File: src/rtl/wu_mem_cntl_pkg.sv
// wu_mem_cntl_pkg: shared grant encodings, default sizing and starve counter width for the WU memory controller
package wu_mem_cntl_pkg;
  typedef enum logic [1:0] {
    WUM_ARB_IDLE     = 2'd0,
    WUM_ARB_RD       = 2'd1,
    WUM_ARB_WR       = 2'd2,
    WUM_ARB_WR_FORCE = 2'd3
  } wum_arb_e;
  localparam int WUM_RD_SKID_DEPTH = 4;
  localparam int WUM_WR_FIFO_DEPTH = 4;
  localparam int WUM_STALL_THRESH  = 1;
  localparam int WUM_WR_STARVE_MAX = 8;
  localparam int WUM_STARVE_W      = $clog2(WUM_WR_STARVE_MAX + 1);
endpackage

File: src/rtl/wum_fifo.sv
// wum_fifo: synchronous FIFO with full/empty/occupancy; a push while full is taken only together with a pop
module wum_fifo #(
  parameter int W     = 8,
  parameter int DEPTH = 4,
  localparam int CW   = $clog2(DEPTH + 1),
  localparam int AW   = (DEPTH > 1) ? $clog2(DEPTH) : 1
) (
  input  logic          clk,
  input  logic          rst_n,
  input  logic          push_i,
  input  logic          pop_i,
  input  logic [W-1:0]  wdata_i,
  output logic [W-1:0]  rdata_o,
  output logic          full_o,
  output logic          empty_o,
  output logic [CW-1:0] count_o
);
  logic [W-1:0]  mem_q [DEPTH];
  logic [AW-1:0] wptr_q, wptr_d, rptr_q, rptr_d;
  logic [CW-1:0] cnt_q, cnt_d;
  logic          wr_en, rd_en;
  always_comb begin
    full_o  = cnt_q == CW'(DEPTH);
    empty_o = cnt_q == '0;
    count_o = cnt_q;
    rdata_o = mem_q[rptr_q];
    rd_en   = pop_i & ~empty_o;
    wr_en   = push_i & (~full_o | rd_en);
    wptr_d  = wr_en ? ((wptr_q == AW'(DEPTH - 1)) ? '0 : wptr_q + AW'(1)) : wptr_q;
    rptr_d  = rd_en ? ((rptr_q == AW'(DEPTH - 1)) ? '0 : rptr_q + AW'(1)) : rptr_q;
    cnt_d   = cnt_q + CW'(wr_en) - CW'(rd_en);
  end
  always_ff @(posedge clk or negedge rst_n) begin
    if (!rst_n) begin
      wptr_q <= '0;
      rptr_q <= '0;
      cnt_q  <= '0;
    end else begin
      wptr_q <= wptr_d;
      rptr_q <= rptr_d;
      cnt_q  <= cnt_d;
    end
  end
  always_ff @(posedge clk) begin
    if (wr_en) mem_q[wptr_q] <= wdata_i;
  end
endmodule

File: src/rtl/wu_mem_cntl.sv
// wu_mem_cntl: arbitrates the single-port WU SRAM between in-order fetch reads (via a skid) and queued host writes
module wu_mem_cntl
  import wu_mem_cntl_pkg::*;
#(
  parameter int WU_ADDR_W     = 24,
  parameter int WU_DATA_W     = 64,
  parameter int RD_SKID_DEPTH = WUM_RD_SKID_DEPTH,
  parameter int WR_FIFO_DEPTH = WUM_WR_FIFO_DEPTH,
  parameter int STALL_THRESH  = WUM_STALL_THRESH,
  parameter int WR_STARVE_MAX = WUM_WR_STARVE_MAX
) (
  input  logic                 clk,
  input  logic                 reset_poweron_n,
  input  logic                 wuf__wum__read,
  input  logic [WU_ADDR_W-1:0] wuf__wum__addr,
  output logic                 wum__wuf__stall,
  input  logic                 sys__wum__write,
  input  logic [WU_ADDR_W-1:0] sys__wum__addr,
  input  logic [WU_DATA_W-1:0] sys__wum__data,
  output logic                 wum__sys__ready,
  output logic                 wum__sram__cs,
  output logic                 wum__sram__we,
  output logic [WU_ADDR_W-1:0] wum__sram__addr,
  output logic [WU_DATA_W-1:0] wum__sram__wdata,
  input  logic [WU_DATA_W-1:0] sram__wum__rdata,
  output logic                 wum__dec__valid,
  output logic [WU_DATA_W-1:0] wum__dec__data,
  output logic [WU_ADDR_W-1:0] wum__dec__addr,
  output logic                 wum__mcntl__err
);
  localparam int SCW = $clog2(RD_SKID_DEPTH + 1);
  localparam int WCW = $clog2(WR_FIFO_DEPTH + 1);
  localparam int SW  = $clog2(WR_STARVE_MAX + 1);

  wum_arb_e                       grant;
  logic                           skid_push, skid_pop, skid_full, skid_empty, bypass, ovf;
  logic [WU_ADDR_W-1:0]           skid_head;
  logic [SCW-1:0]                 skid_cnt, occ_next;
  logic                           wq_push, wq_full, wq_empty, wr_force, rd_pend, wr_issue, rd_issue;
  logic [WU_ADDR_W+WU_DATA_W-1:0] wq_head;
  logic [WCW-1:0]                 wq_cnt;
  logic [SW-1:0]                  starve_q, starve_d;
  logic                           cs_q, cs_d, we_q, we_d, stall_q, stall_d, err_q, err_d, dv_q;
  logic [WU_ADDR_W-1:0]           addr_q, addr_d, dec_addr_q;
  logic [WU_DATA_W-1:0]           wdata_q, wdata_d;

  wum_fifo #(.W(WU_ADDR_W), .DEPTH(RD_SKID_DEPTH)) u_rd_skid (
    .clk(clk), .rst_n(reset_poweron_n), .push_i(skid_push), .pop_i(skid_pop),
    .wdata_i(wuf__wum__addr), .rdata_o(skid_head), .full_o(skid_full),
    .empty_o(skid_empty), .count_o(skid_cnt)
  );

  wum_fifo #(.W(WU_ADDR_W + WU_DATA_W), .DEPTH(WR_FIFO_DEPTH)) u_wr_q (
    .clk(clk), .rst_n(reset_poweron_n), .push_i(wq_push), .pop_i(wr_issue),
    .wdata_i({sys__wum__addr, sys__wum__data}), .rdata_o(wq_head), .full_o(wq_full),
    .empty_o(wq_empty), .count_o(wq_cnt)
  );

  always_comb begin
    wum__sys__ready = wq_cnt != WCW'(WR_FIFO_DEPTH);
    wq_push   = sys__wum__write & wum__sys__ready;
    wr_force  = ~wq_empty & (wq_full | (starve_q == SW'(WR_STARVE_MAX)));
    rd_pend   = ~skid_empty | wuf__wum__read;
    grant     = wr_force ? WUM_ARB_WR_FORCE : rd_pend ? WUM_ARB_RD : ~wq_empty ? WUM_ARB_WR : WUM_ARB_IDLE;
    wr_issue  = (grant == WUM_ARB_WR) | (grant == WUM_ARB_WR_FORCE);
    rd_issue  = grant == WUM_ARB_RD;
    // an incoming read that finds the skid empty goes straight to the SRAM
    bypass    = rd_issue & skid_empty;
    skid_pop  = rd_issue & ~skid_empty;
    skid_push = wuf__wum__read & ~bypass;
    ovf       = skid_push & skid_full & ~skid_pop;
    occ_next  = skid_cnt + SCW'(skid_push & ~ovf) - SCW'(skid_pop);
    stall_d   = (occ_next >= SCW'(STALL_THRESH)) | (grant == WUM_ARB_WR_FORCE);
    err_d     = err_q | ovf;
    starve_d  = (wr_issue | wq_empty) ? '0 : (rd_issue & (starve_q != SW'(WR_STARVE_MAX))) ? starve_q + SW'(1) : starve_q;
    cs_d      = grant != WUM_ARB_IDLE;
    we_d      = wr_issue;
    addr_d    = wr_issue ? wq_head[WU_ADDR_W+WU_DATA_W-1:WU_DATA_W] : bypass ? wuf__wum__addr : rd_issue ? skid_head : '0;
    wdata_d   = wr_issue ? wq_head[WU_DATA_W-1:0] : '0;
  end

  always_ff @(posedge clk or negedge reset_poweron_n) begin
    if (!reset_poweron_n) begin
      cs_q       <= 1'b0;
      we_q       <= 1'b0;
      addr_q     <= '0;
      wdata_q    <= '0;
      stall_q    <= 1'b0;
      err_q      <= 1'b0;
      starve_q   <= '0;
      dv_q       <= 1'b0;
      dec_addr_q <= '0;
    end else begin
      cs_q       <= cs_d;
      we_q       <= we_d;
      addr_q     <= addr_d;
      wdata_q    <= wdata_d;
      stall_q    <= stall_d;
      err_q      <= err_d;
      starve_q   <= starve_d;
      dv_q       <= cs_q & ~we_q;
      dec_addr_q <= (cs_q & ~we_q) ? addr_q : '0;
    end
  end

  always_comb begin
    wum__wuf__stall  = stall_q;
    wum__mcntl__err  = err_q;
    wum__sram__cs    = cs_q;
    wum__sram__we    = we_q;
    wum__sram__addr  = addr_q;
    wum__sram__wdata = wdata_q;
    wum__dec__valid  = dv_q;
    wum__dec__addr   = dec_addr_q;
    wum__dec__data   = dv_q ? sram__wum__rdata : '0;
  end
endmodule
File: config.mk
export PLATFORM = sky130hd
export DESIGN_NAME = wu_mem_cntl
export DESIGN_NICKNAME = d
export VERILOG_FILES = /design/src/rtl/wu_mem_cntl_pkg.sv /design/src/rtl/wum_fifo.sv /design/src/rtl/wu_mem_cntl.sv
export SDC_FILE = /design/constraint.sdc
export NUM_CORES = 1
export LEC_CHECK = 0
export CORE_MARGIN = 5
export CORE_UTILIZATION = 55
export CTS_BUF_LIST = sky130_fd_sc_hd__clkbuf_4 sky130_fd_sc_hd__clkbuf_8
export DETAILED_ROUTE_END_ITERATION = 10
export HOLD_SLACK_MARGIN = 0.06
export PLACE_DENSITY_LB_ADDON = 0.05
export SETUP_SLACK_MARGIN = 0.5
export SLEW_MARGIN = 20
export SYNTH_ARGS = -nofsm -noshare
export SYNTH_HDL_FRONTEND = slang
export SYNTH_HIERARCHICAL = 1
export SYNTH_SLANG_ARGS = --single-unit
export TNS_END_PERCENT = 50
File: constraint.sdc
create_clock -name clk -period 5.15 [get_ports clk]
set_input_delay 1.545 -clock clk [delete_from_list [all_inputs] [get_ports clk]]
set_output_delay 1.545 -clock clk [all_outputs]
set_load 0.1 [all_outputs]
* Word-level counts from Yosys, hierarchy flattened
Memory sizes are Yosys's and may differ from the RTL's.
Index checks and enable logic that the tools add are counted.
** Operators by class
- $add $sub $neg :: 11
- $lt $le $gt $ge :: 1
- Eq/ne operators :: 12
- Multiplexer cells :: 19
- Bitwise operators :: 30
- Reductions and logical operators :: 4
** Operator list (number)
- 64-bit 2-to-1 mux :: 2
- 24-bit 2-to-1 mux :: 4
- 2-bit 2-to-1 mux :: 7
- 1-bit AND :: 13
- 2-bit equality test, second input constant :: 6
- 3-bit by 1-bit subtractor with 3-bit output :: 3
- 2-bit by 1-bit adder with 2-bit output, second input constant :: 4
- 4-bit 2-to-1 mux :: 2
- 1-bit bitwise OR :: 8
- 1-bit NOT :: 7
- 3-bit by 1-bit adder with 3-bit output :: 2
- 3-bit equality test, second input constant :: 2
- 3-bit logical NOT :: 2
- 4-bit by 1-bit adder with 4-bit output, second input constant :: 1
- 4-bit equality test, second input constant :: 1
- 1-bit 2-to-1 mux :: 4
- 4-bit inequality test, second input constant :: 1
- 2-bit nonzero test :: 2
- 3-bit adder :: 1
- 1-bit by 3-bit AND with 3-bit output :: 1
- 3-bit by 1-bit >= comparator with 1-bit output, second input constant :: 1
- 3-bit inequality test, second input constant :: 1
- 1-bit NOT with 3-bit output :: 1
- 2-bit by 1-bit equality test with 1-bit output, second input constant :: 1
** Word-level totals
- Flip-flop bits (word level) :: 135
- RAM bits :: 448
- Input port bits :: 180
- Output and inout bits :: 182
- Logic and storage cells :: 94
- Memories kept :: 2
** Memories
- u_wr_q.mem_q :: depth 4, bits a word 88, read ports 1, clocked after Yosys merged registers in 0, write ports 1, line wum_fifo.sv:18 : logic [W-1:0] mem_q [DEPTH];
- u_rd_skid.mem_q :: depth 4, bits a word 24, read ports 1, clocked after Yosys merged registers in 0, write ports 1, line wum_fifo.sv:18

* Depth between registers and ports, before layout
Gate-level depths: netlist of the first run.
- Depth after elaboration :: 17
- Mapped depth :: 13
- Gate-level depth less buffers :: 13

* Modules after synthesis
Netlist of the first run, hierarchy kept.
** By module, submodules not included
- wum_fifo at u_wr_q :: instances 1, cells an instance 496, area an instance 13161.4 um2, sequential area each 10745.3 um2
- wu_mem_cntl :: instances 1, cells an instance 410, area an instance 4898.4 um2, sequential area each 3027.9 um2
- wum_fifo at u_rd_skid :: instances 1, cells an instance 162, area an instance 3915.0 um2, sequential area each 3057.9 um2

* Worst setup path before layout of the first run
OpenSTA, ideal clock, no wires.
- Path type :: input -> register
- Start point :: in wuf__wum__read
- End point :: mem u_wr_q/mem_q[1][0] (netlist bit) (enable)
- Library setup time :: 0.456 ns
- Data arrival time :: 4.618 ns
- Required time :: 4.694 ns
- Setup slack :: 0.076 ns
- Stages on the path :: 7
- Cells stage by stage :: nor2b_1 > o31a_1 > buf_6 > clkbuf_1 > inv_1 > a21boi_2 > and2_1
** Between the ends
- Word-level cells in the longest chain between the ends :: 10
- Elaborated cells between the ends (all ways) :: 11
- Those cells by class :: 2 x eq/ne; 4 x mux; 5 x bitwise
** RTL lines
- from (decl) :: line wu_mem_cntl.sv:14 : input logic wuf__wum__read,
- 1-bit bitwise OR (*) :: line wu_mem_cntl.sv:63 : rd_pend = ~skid_empty | wuf__wum__read;
- 2-bit 2-to-1 mux (*) (2 in a row) :: line wu_mem_cntl.sv:64 : grant = wr_force ? WUM_ARB_WR_FORCE : rd_pend ? WUM_ARB_RD : ~wq_empty ? WUM_ARB_WR : WUM_ARB_IDLE;
- 2-bit equality test :: line wu_mem_cntl.sv:65 : wr_issue = (grant == WUM_ARB_WR) | (grant == WUM_ARB_WR_FORCE);
- 1-bit bitwise OR (*) :: line wu_mem_cntl.sv:65
- net we_d :: line wu_mem_cntl.sv:43 : logic cs_q, cs_d, we_q, we_d, stall_q, stall_d, err_q, err_d, dv_q;
- 1-bit AND (*) :: line wum_fifo.sv:27 : rd_en = pop_i & ~empty_o;
- 1-bit bitwise OR (*) :: line wum_fifo.sv:28 : wr_en = push_i & (~full_o | rd_en);
- 1-bit AND (*) :: line wum_fifo.sv:28
- 1-bit 2-to-1 mux (*) :: line wum_fifo.sv:45 : if (wr_en) mem_q[wptr_q] <= wdata_i;
- 1-bit 2-to-1 mux (not written as such) (*) :: line wum_fifo.sv:45
- to (decl) :: line wum_fifo.sv:18
Mark *: on every way through the listed nets, which the timed path passes. The rest lies on a longest branch.

* Worst setup path in the final report of the first run
- Start point :: in sram__wum__rdata[13]
- End point :: out wum__dec__data[13]
** Between the ends
- Word-level cells in the longest chain between the ends :: 1
** RTL lines
- from (decl) :: line wu_mem_cntl.sv:25 : input logic [WU_DATA_W-1:0] sram__wum__rdata,
- 64-bit 2-to-1 mux :: line wu_mem_cntl.sv:115 : wum__dec__data = dv_q ? sram__wum__rdata : '0;
- to (decl) :: line wu_mem_cntl.sv:27 : output logic [WU_DATA_W-1:0] wum__dec__data,
No other way between the ends.

==> summary.md, run 1 <==
| Metric | Value |
|---|---|
| Root Driver | clkbuf_8 |
| Clock Skew | 20.0 ps |
| Post-CTS resize count | 0 |
| CTS H-tree lvls | 3 |
| Core area | 39,600 sq um |
| CP Class | in2out |
| Highest clock rate | 250 MHz |
| GRT Total Usage | 20.8% |
| Hold crit path type | reg2reg |
| # hold bufs at CTS | 0 |
| Drt drc | 0 |
| Starting Density | 55.4% |
| Worst flop-to-flop path endpoint | u_wr_q/mem_q[0][5] |
| Post-CTS Setup Bufs | 0 |
| Crit-path cells | clkdlybuf4s50_1 > and2_1 > buf_4 |
| Clk sinks | 583 |
| Yosys top cell area share | 61.2% |
| Mapped Area | 22,000 sq um |
| Reg2Reg Depth | 7 |
| Number of buffers created by CTS | 92 |
| Sum Neg Setup Slack | 0 ps |
| Slew headroom | 29.6% |
| Largest net degree at the start of global routing | 87 |
| Sequential area share after synthesis | 76.6% |
| WHS Path Cells | 1 |
| Fraction of layout cells with a size suffix above 1 | 24.5% |
| Ys Warns | 6 |
| Setup slack, reg-to-reg | 2030 ps |
| Clk buf depth | 3 |
| P&R area growth vs syn | 27.3% |
| Die height | 210 um |
| Clock Latency Late Sink | 640 ps |
| Status | finished, final reports clean |
| Crit path time final | 4000 ps |
| Port Buffers | 361 |
| Initial DRC count | 668 |
| HPWL reported at the end of detailed placement | 28,400 um |
| Post-Route WL | 45,500 um |
| Filler cell count | 2,603 |
| Global route overflow | 0 |
| CP max FO | 1 |
| Synth area leader | edfxtp_1 |
| Slowest cell on crit path | clkdlybuf4s50_1 |
| Reg2reg start | u_rd_skid/count_o[1] |
| Fin crit share | 77.8% |
| Vias per cell | 5.28 |
| Mean post-synth cell area | 20.6 sq um |
| Max Cap Viol | 0 |
| Worst Hold End | wum__mcntl__err |
| Distinct cell type count after synthesis | 41 |
| Initial antenna violation count | 5 |
| Crit start category | input pin |
| # IOs | 362 |
| Clock-pin transition on the worst setup and hold timing paths | 50 ps |
| Worst path max stage delay | 480 ps |
| Mapped Nets | 1,267 |
| Slew @ Worst Pin | 1050 ps |
| Yosys reg bits | 583 |
| Crit path capture type | output port |
| Final setup fails | 0 |
| First-pass GRT wire length | 70,000 um |
| Final hold viol count | 0 |
| Nets | 1,696 |
| DRT Pass-1 Iters | 5 |
| Vias | 11,100 |
| Gpl congestion | 0.753 |
| TritonCTS clock tree | built |
| Synth area leaders | edfxtp_1 (61%), dfrtp_1 (15%), mux4_2 (11%) |
| Die X | 210 um |
| Vias in the first global route | 11,800 |
| Syn Inst Count | 1,068 |
| RSZ-0062 raised after global routing | no |
| Detail Route Antenna Nets | 0 |
| Hold path startpoint | wum__mcntl__err |
| Wire length per cell | 21.7 um |
| Critical Path RT | 3610 ps |
| Slew Limit Fails | 0 |
| Rows | 73 |
| Die area | 44,100 sq um |
| Arr. time, crit path | 2460 ps |
==> registers in the layout, summed over array words and instances (netlist names) <==
register           cells
starve_q               4
wum__sram__cs          1
wum__wuf__stall        1
wum__dec__valid        1
u_wr_q/mem_q         352
wum__sram__we          1
wum__sram__wdata      64
u_wr_q/wptr_q          2
wum__sram__addr       24
u_rd_skid/wptr_q       2
u_rd_skid/count_o      3
u_wr_q/rptr_q          2
u_rd_skid/mem_q       96
wum__mcntl__err        1
u_wr_q/count_o         3
u_rd_skid/rptr_q       2
wum__dec__addr        24
==> routing by layer <==
| metal | vias to the layer above | global-route usage [%] | wire length [um] | part of all wire (%) |
|---|---|---|---|---|
| li1 | 4990 | - | - | - |
| met2 | 358 | 34.0 | 22800 | 50 |
| met5 | - | 0 | 64 | 0.14 |
| met4 | 8 | 5.40 | 642 | 1.4 |
| met1 | 5695 | 28.3 | 19000 | 42 |
| met3 | 58 | 5.70 | 3110 | 6.8 |
==> worst max-delay path: cells and delay by family <==
kind,cells,cell delay [ps]
buffers and inverters,2,770
and+or+nand+nor,1,140
==> synthesized netlist by cell type, drive strengths merged <==
cell type,instances
nand3b,1
mux2i,24
or4,1
mux2,6
fa,3
inv,40
ha,16
and2,162
xor2,2
edfxtp,448
nor3b,2
a21oi,1
clkbuf,20
nand3,1
dfrtp,135
a22oi,24
mux4,112
nor2,8
a21boi,3
o31ai,2
and3b,1
nand2,2
nor3,4
o31a,1
nand4b,1
buf,30
a21o,2
o211ai,2
a21bo,2
o21ai,1
xnor2,6
a31o,1
or2,2
nor2b,2
==> stage by stage <==
| step | instance area (sq um) | utilization [%] | hold slack (ps) | std cells | worst slack, ps |
|---|---|---|---|---|---|
| finish | 28000 | 70.6 | 465 | 2102 | 1150 |
| floorplan | 22000 | - | 453 | 1068 | 76.4 |
| global route | 28000 | 70.6 | 484 | 2102 | 1070 |
| detailed placement | 26000 | 65.6 | 457 | 1928 | 996 |
| CTS | 28000 | 70.6 | 472 | 2101 | 1110 |
| global placement | 26000 | 65.6 | 458 | 1928 | 1030 |
==> kinds of logic after synthesis <==
group,after synthesis,synth area share (%)
flops,583,76.6
simple gates,187,5.33
mux,142,12.9
buf+inv,90,2.27
compound gates,39,1.43
fa+ha+maj,19,1.18
xor+xnor,8,0.319
==> worst max path at each step <==
stage,cells after the start,slack [ps],endpoint,from
3_3_place_gp,7,1030,u_wr_q/mem_q[0][4],wuf__wum__read
3_5_place_dp,7,1000,u_wr_q/mem_q[0][4],wuf__wum__read
6_report,3,1150,wum__dec__data[13],sram__wum__rdata[13]
5_1_grt,3,1070,wum__sys__ready,u_wr_q/count_o[1]
4_1_cts,3,1110,wum__sys__ready,u_wr_q/count_o[1]
2_1_floorplan,7,80,u_wr_q/mem_q[0][0],wuf__wum__read
==> cell type report <==
type	count	area [sq um]	share of cell area [%]
inverters	40	150	0.537
multi-input cells	395	4660	16.6
repair buffers	385	3700	13.2
clock inverters	22	185	0.662
well taps	525	657	2.35
clock buffers	151	1790	6.40
diodes	1	2.50	0.00894
flip-flops and latches	583	16800	60.2
==> cells in the final DEF (no fill, tap or decap), types with 2 or more instances in the layout <==
cell type,count
mux2i_1,24
a22oi_1,24
mux4_2,112
o31ai_2,2
clkinv_2,6
dfrtp_4,2
nor2b_1,2
xnor2_1,6
ha_1,16
and2_1,158
and2_4,4
clkdlybuf4s50_1,296
edfxtp_1,448
dfrtp_1,132
or2_1,2
nor2_1,8
bufinv_16,2
clkinvlp_4,4
clkbuf_4,46
a21bo_1,2
clkbuf_8,105
buf_12,5
mux2_2,2
inv_1,39
buf_4,83
o211ai_1,2
a21boi_2,2
nand2_1,2
clkinv_1,7
nor3_1,4
inv_8,2
xor2_1,2
mux2_1,4
fa_1,3
nor3b_4,2
Power of run 1 is not shown: default switching activity piles up to over one toggle a cycle in this logic, so the estimate is an artifact.
==> inputs of run 2 (changes only) <==
- CORE_UTILIZATION: 55 -> 50
- clock period: 5.15 -> 3.25 ns (I/O delays scaled with it)
==> run 2 against run 1 <==
- final cell count rose by 3.9%
- flip-flop and latch count unchanged
- critical path depth stayed put
- count of clock-buffer cells in the layout fell by 13
- non-clock buffer count up 17
- hold slack worse by 260 ps
- cell area increased by 4.0%
- highest routed layer unchanged
==> summary.md, run 2 (synthesized netlist as in run 1, its figures left out) <==
| Metric | Value |
|---|---|
| # IOs | 362 (unchanged) |
| Detail Route Antenna Nets | 0 (unchanged) |
| Slew headroom | 36.8% (was 29.6%) |
| Drt drc | 0 (unchanged) |
| CP bufs+invs | 2 (unchanged) |
| CP max FO | 1 (unchanged) |
| Global route overflow | 0 (unchanged) |
| Vias per cell | 5.09 (was 5.28) |
| Pwr dens | 1100 nW/um^2 |
| Setup slack, reg-to-reg | 620 ps (was 2030 ps) |
| Root Driver | clkbuf_8 (unchanged) |
| Port Buffers | 361 (unchanged) |
| Top reg by flops | u_wr_q/mem_q (unchanged) |
| Crit start category | input pin (unchanged) |
| Clk buf depth | 3 (unchanged) |
| Fraction of layout cells with a size suffix above 1 | 37.1% (was 24.5%) |
| Core Util, Final | 67.2% (was 70.6%) |
| P&R area growth vs syn | 32.4% (was 27.3%) |
| Die area | 48,200 sq um (was 44,100 sq um) |
| Vias in the first global route | 11,800 (about the same) |
| Crit path time final | 2780 ps |
| CTS H-tree lvls | 3 (unchanged) |
| Max Cap Viol | 0 (unchanged) |
| Clock share of power | 20.1% |
| Final setup fails | 0 (unchanged) |
| Leading cell type in the layout, fill and taps excluded | edfxtp_1 (unchanged) |
| Slew Limit Fails | 0 (unchanged) |
| Initial antenna violation count | 3 (was 5) |
| CP Class | in2out (unchanged) |
| Clock Skew | 26.2 ps (was 20.0 ps) |
| Crit path capture type | output port (unchanged) |
| P_int | 0.0184 W |
| Largest net degree at the start of global routing | 58 (was 87) |
| Combinational Power Share | 45.5% |
| RSZ-0062 raised after global routing | yes (was no) |
| Clock-pin transition on the worst setup and hold timing paths | 60 ps (was 50 ps) |
| Rows | 76 (was 73) |
| Wire length per cell | 22.2 um (was 21.7 um) |
| Core area | 43,300 sq um (was 39,600 sq um) |
| Reg2reg start | u_wr_q/count_o[1] (was u_rd_skid/count_o[1]) |
| Fin crit share | 85.5% |
| HPWL reported at the end of detailed placement | 31,500 um (was 28,400 um) |
| Crit-path cells | clkdlybuf4s50_1 > and2_2 > buf_12 (was clkdlybuf4s50_1 > and2_1 > buf_4) |
| Arr. time, crit path | 1800 ps (was 2460 ps) |
| GRT Total Usage | 20.2% (was 20.8%) |
| Static leakage | 11.0 nW |
| Largest register FFs | 352 (unchanged) |
| Worst path max stage delay | 450 ps (was 480 ps) |
| Initial DRC count | 676 (was 668) |
| Most frequent cells in the layout | edfxtp_1 (448), clkdlybuf4s50_1 (166), buf_4 (137) (was edfxtp_1 (448), clkdlybuf4s50_1 (296), and2_1 (158)) |
| Final hold viol count | 0 (unchanged) |
| Clk sinks | 583 (unchanged) |
| Sum Neg Setup Slack | 0 ps (unchanged) |
| First-pass GRT wire length | 72,500 um (was 70,000 um) |
| Starting Density | 50.8% (was 55.4%) |
| TritonCTS clock tree | built (unchanged) |
| Nets | 1,714 (was 1,696) |
| Reg2Reg Depth | 11 (was 7) |
| Post-Route WL | 48,600 um (was 45,500 um) |
| Die height | 220 um (was 210 um) |
| Clock Latency Late Sink | 660 ps (was 640 ps) |
| Switching share of total power | 42.2% |
| Part of the power in registers | 34.4% |
| Crit-path leading delay family | buffers and inverters (unchanged) |
| Number of buffers created by CTS | 93 (was 92) |
| Vias | 11,100 (about the same) |
| DRT Pass-1 Iters | 4 (was 5) |
| Worst flop-to-flop path endpoint | u_rd_skid/count_o[2] (was u_wr_q/mem_q[0][5]) |
| Gpl congestion | 0.758 (was 0.753) |
| Critical Path RT | 2270 ps (was 3610 ps) |
| Die X | 220 um (was 210 um) |
| Slowest cell on crit path | clkdlybuf4s50_1 (unchanged) |
| Slew @ Worst Pin | 944 ps (was 1050 ps) |
| Hold crit path type | in2async (was reg2reg) |
| Maximum vdd drop | 0.00125 V |
| Status | finished, final reports clean (unchanged) |
| NetSw | 0.0135 W |
| Highest clock rate | 360 MHz |
[run 2: changes by cell type in the layout (fill, tap and decap cells not counted), sizes merged]
cell	delta
buf	+135
clkbuf	-13
clkdlybuf4s50	-130
clkinv	+14
clkinvlp	-1
diode	+4
dlygate4sd2	+3
dlymetal6s2s	+9
inv	+1
[run 2: per-layer routing]
metal / share of wire [%] / vias up / GRT usage, % / wire [um]
li1: - / 5028 / - / -
met1: 42 / 5730 / 27.8 / 20400
met2: 51 / 272 / 32.1 / 24500
met3: 5.8 / 79 / 5.65 / 2800
met4: 1.7 / 4 / 5.58 / 847
met5: 0.056 / - / 0 / 27
[run 2: metrics by stage]
| step | total power (W) | hold slack, ps | setup WS (ps) | instances | area [sq um] |
|---|---|---|---|---|---|
| CTS | 0.0322 | 170 | 458 | 2177 | 29000 |
| floorplan | 0.0217 | 453 | 292 | 1068 | 22100 |
| detailed placement | 0.0257 | 460 | -189 | 2002 | 27000 |
| global placement | 0.0256 | 468 | -130 | 2002 | 27000 |
| finish | 0.0319 | 207 | 472 | 2184 | 29100 |
| global route | 0.0334 | 175 | 472 | 2180 | 29100 |
[run 2: worst max path at each step]
stage                                    start  slack (ps)            endpoint  cells after the start
final                     sram__wum__rdata[45]         470  wum__dec__data[45]                      3
after floorplan                wum__dec__valid         290   wum__dec__data[1]                      2
after global placement          wuf__wum__read        -130   u_wr_q/count_o[2]                     10
after CTS                 sram__wum__rdata[58]         460  wum__dec__data[58]                      3
after detailed placement        wuf__wum__read        -190   u_wr_q/count_o[2]                     10
after global routing      sram__wum__rdata[19]         470  wum__dec__data[19]                      3
[run 2: worst reg2reg max path, stage by stage, from the launching register on]
cell	delay [ps]
dfrtp_2	460
nor3b_4	250
inv_1	80
a21oi_2	180
nor2_1	110
o31ai_2	140
or2_1	200
a21bo_1	210
ha_1	200
fa_1	410
xnor2_1	150
xnor2_1	130
[run 2: final cells by class]
class,count,area (sq um)
sequential,583,16800
tap,585,732
multi-input combinational,395,4820
clock inverter,36,244
timing repair buffer,402,4560
clock buffer,138,1740
fill,2911,14200
antenna,5,12.5
inverter,40,153
[run 2: timing repair]
| item | CTS | global route |
|---|---|---|
| setup endpoints to repair | 42 | 57 |
| gates resized for setup | 5 | 33 |
| pin swaps | 0 | 6 |
| hold endpoints to repair | 0 | 0 |
| setup buffers | 1 | 2 |
| hold buffers | 0 | 0 |
[run 2: power groups by stage]
stage	Combinational (W)	Clock, W	Sequential [W]
after floorplan	0.00603	0	0.0156
after global placement	0.0145	0	0.0111
after detailed placement	0.0146	0	0.0111
after CTS	0.0146	0.00662	0.0110
after global routing	0.0152	0.00700	0.0112
final	0.0145	0.00641	0.0110
Power figures use the tool's default switching activity.
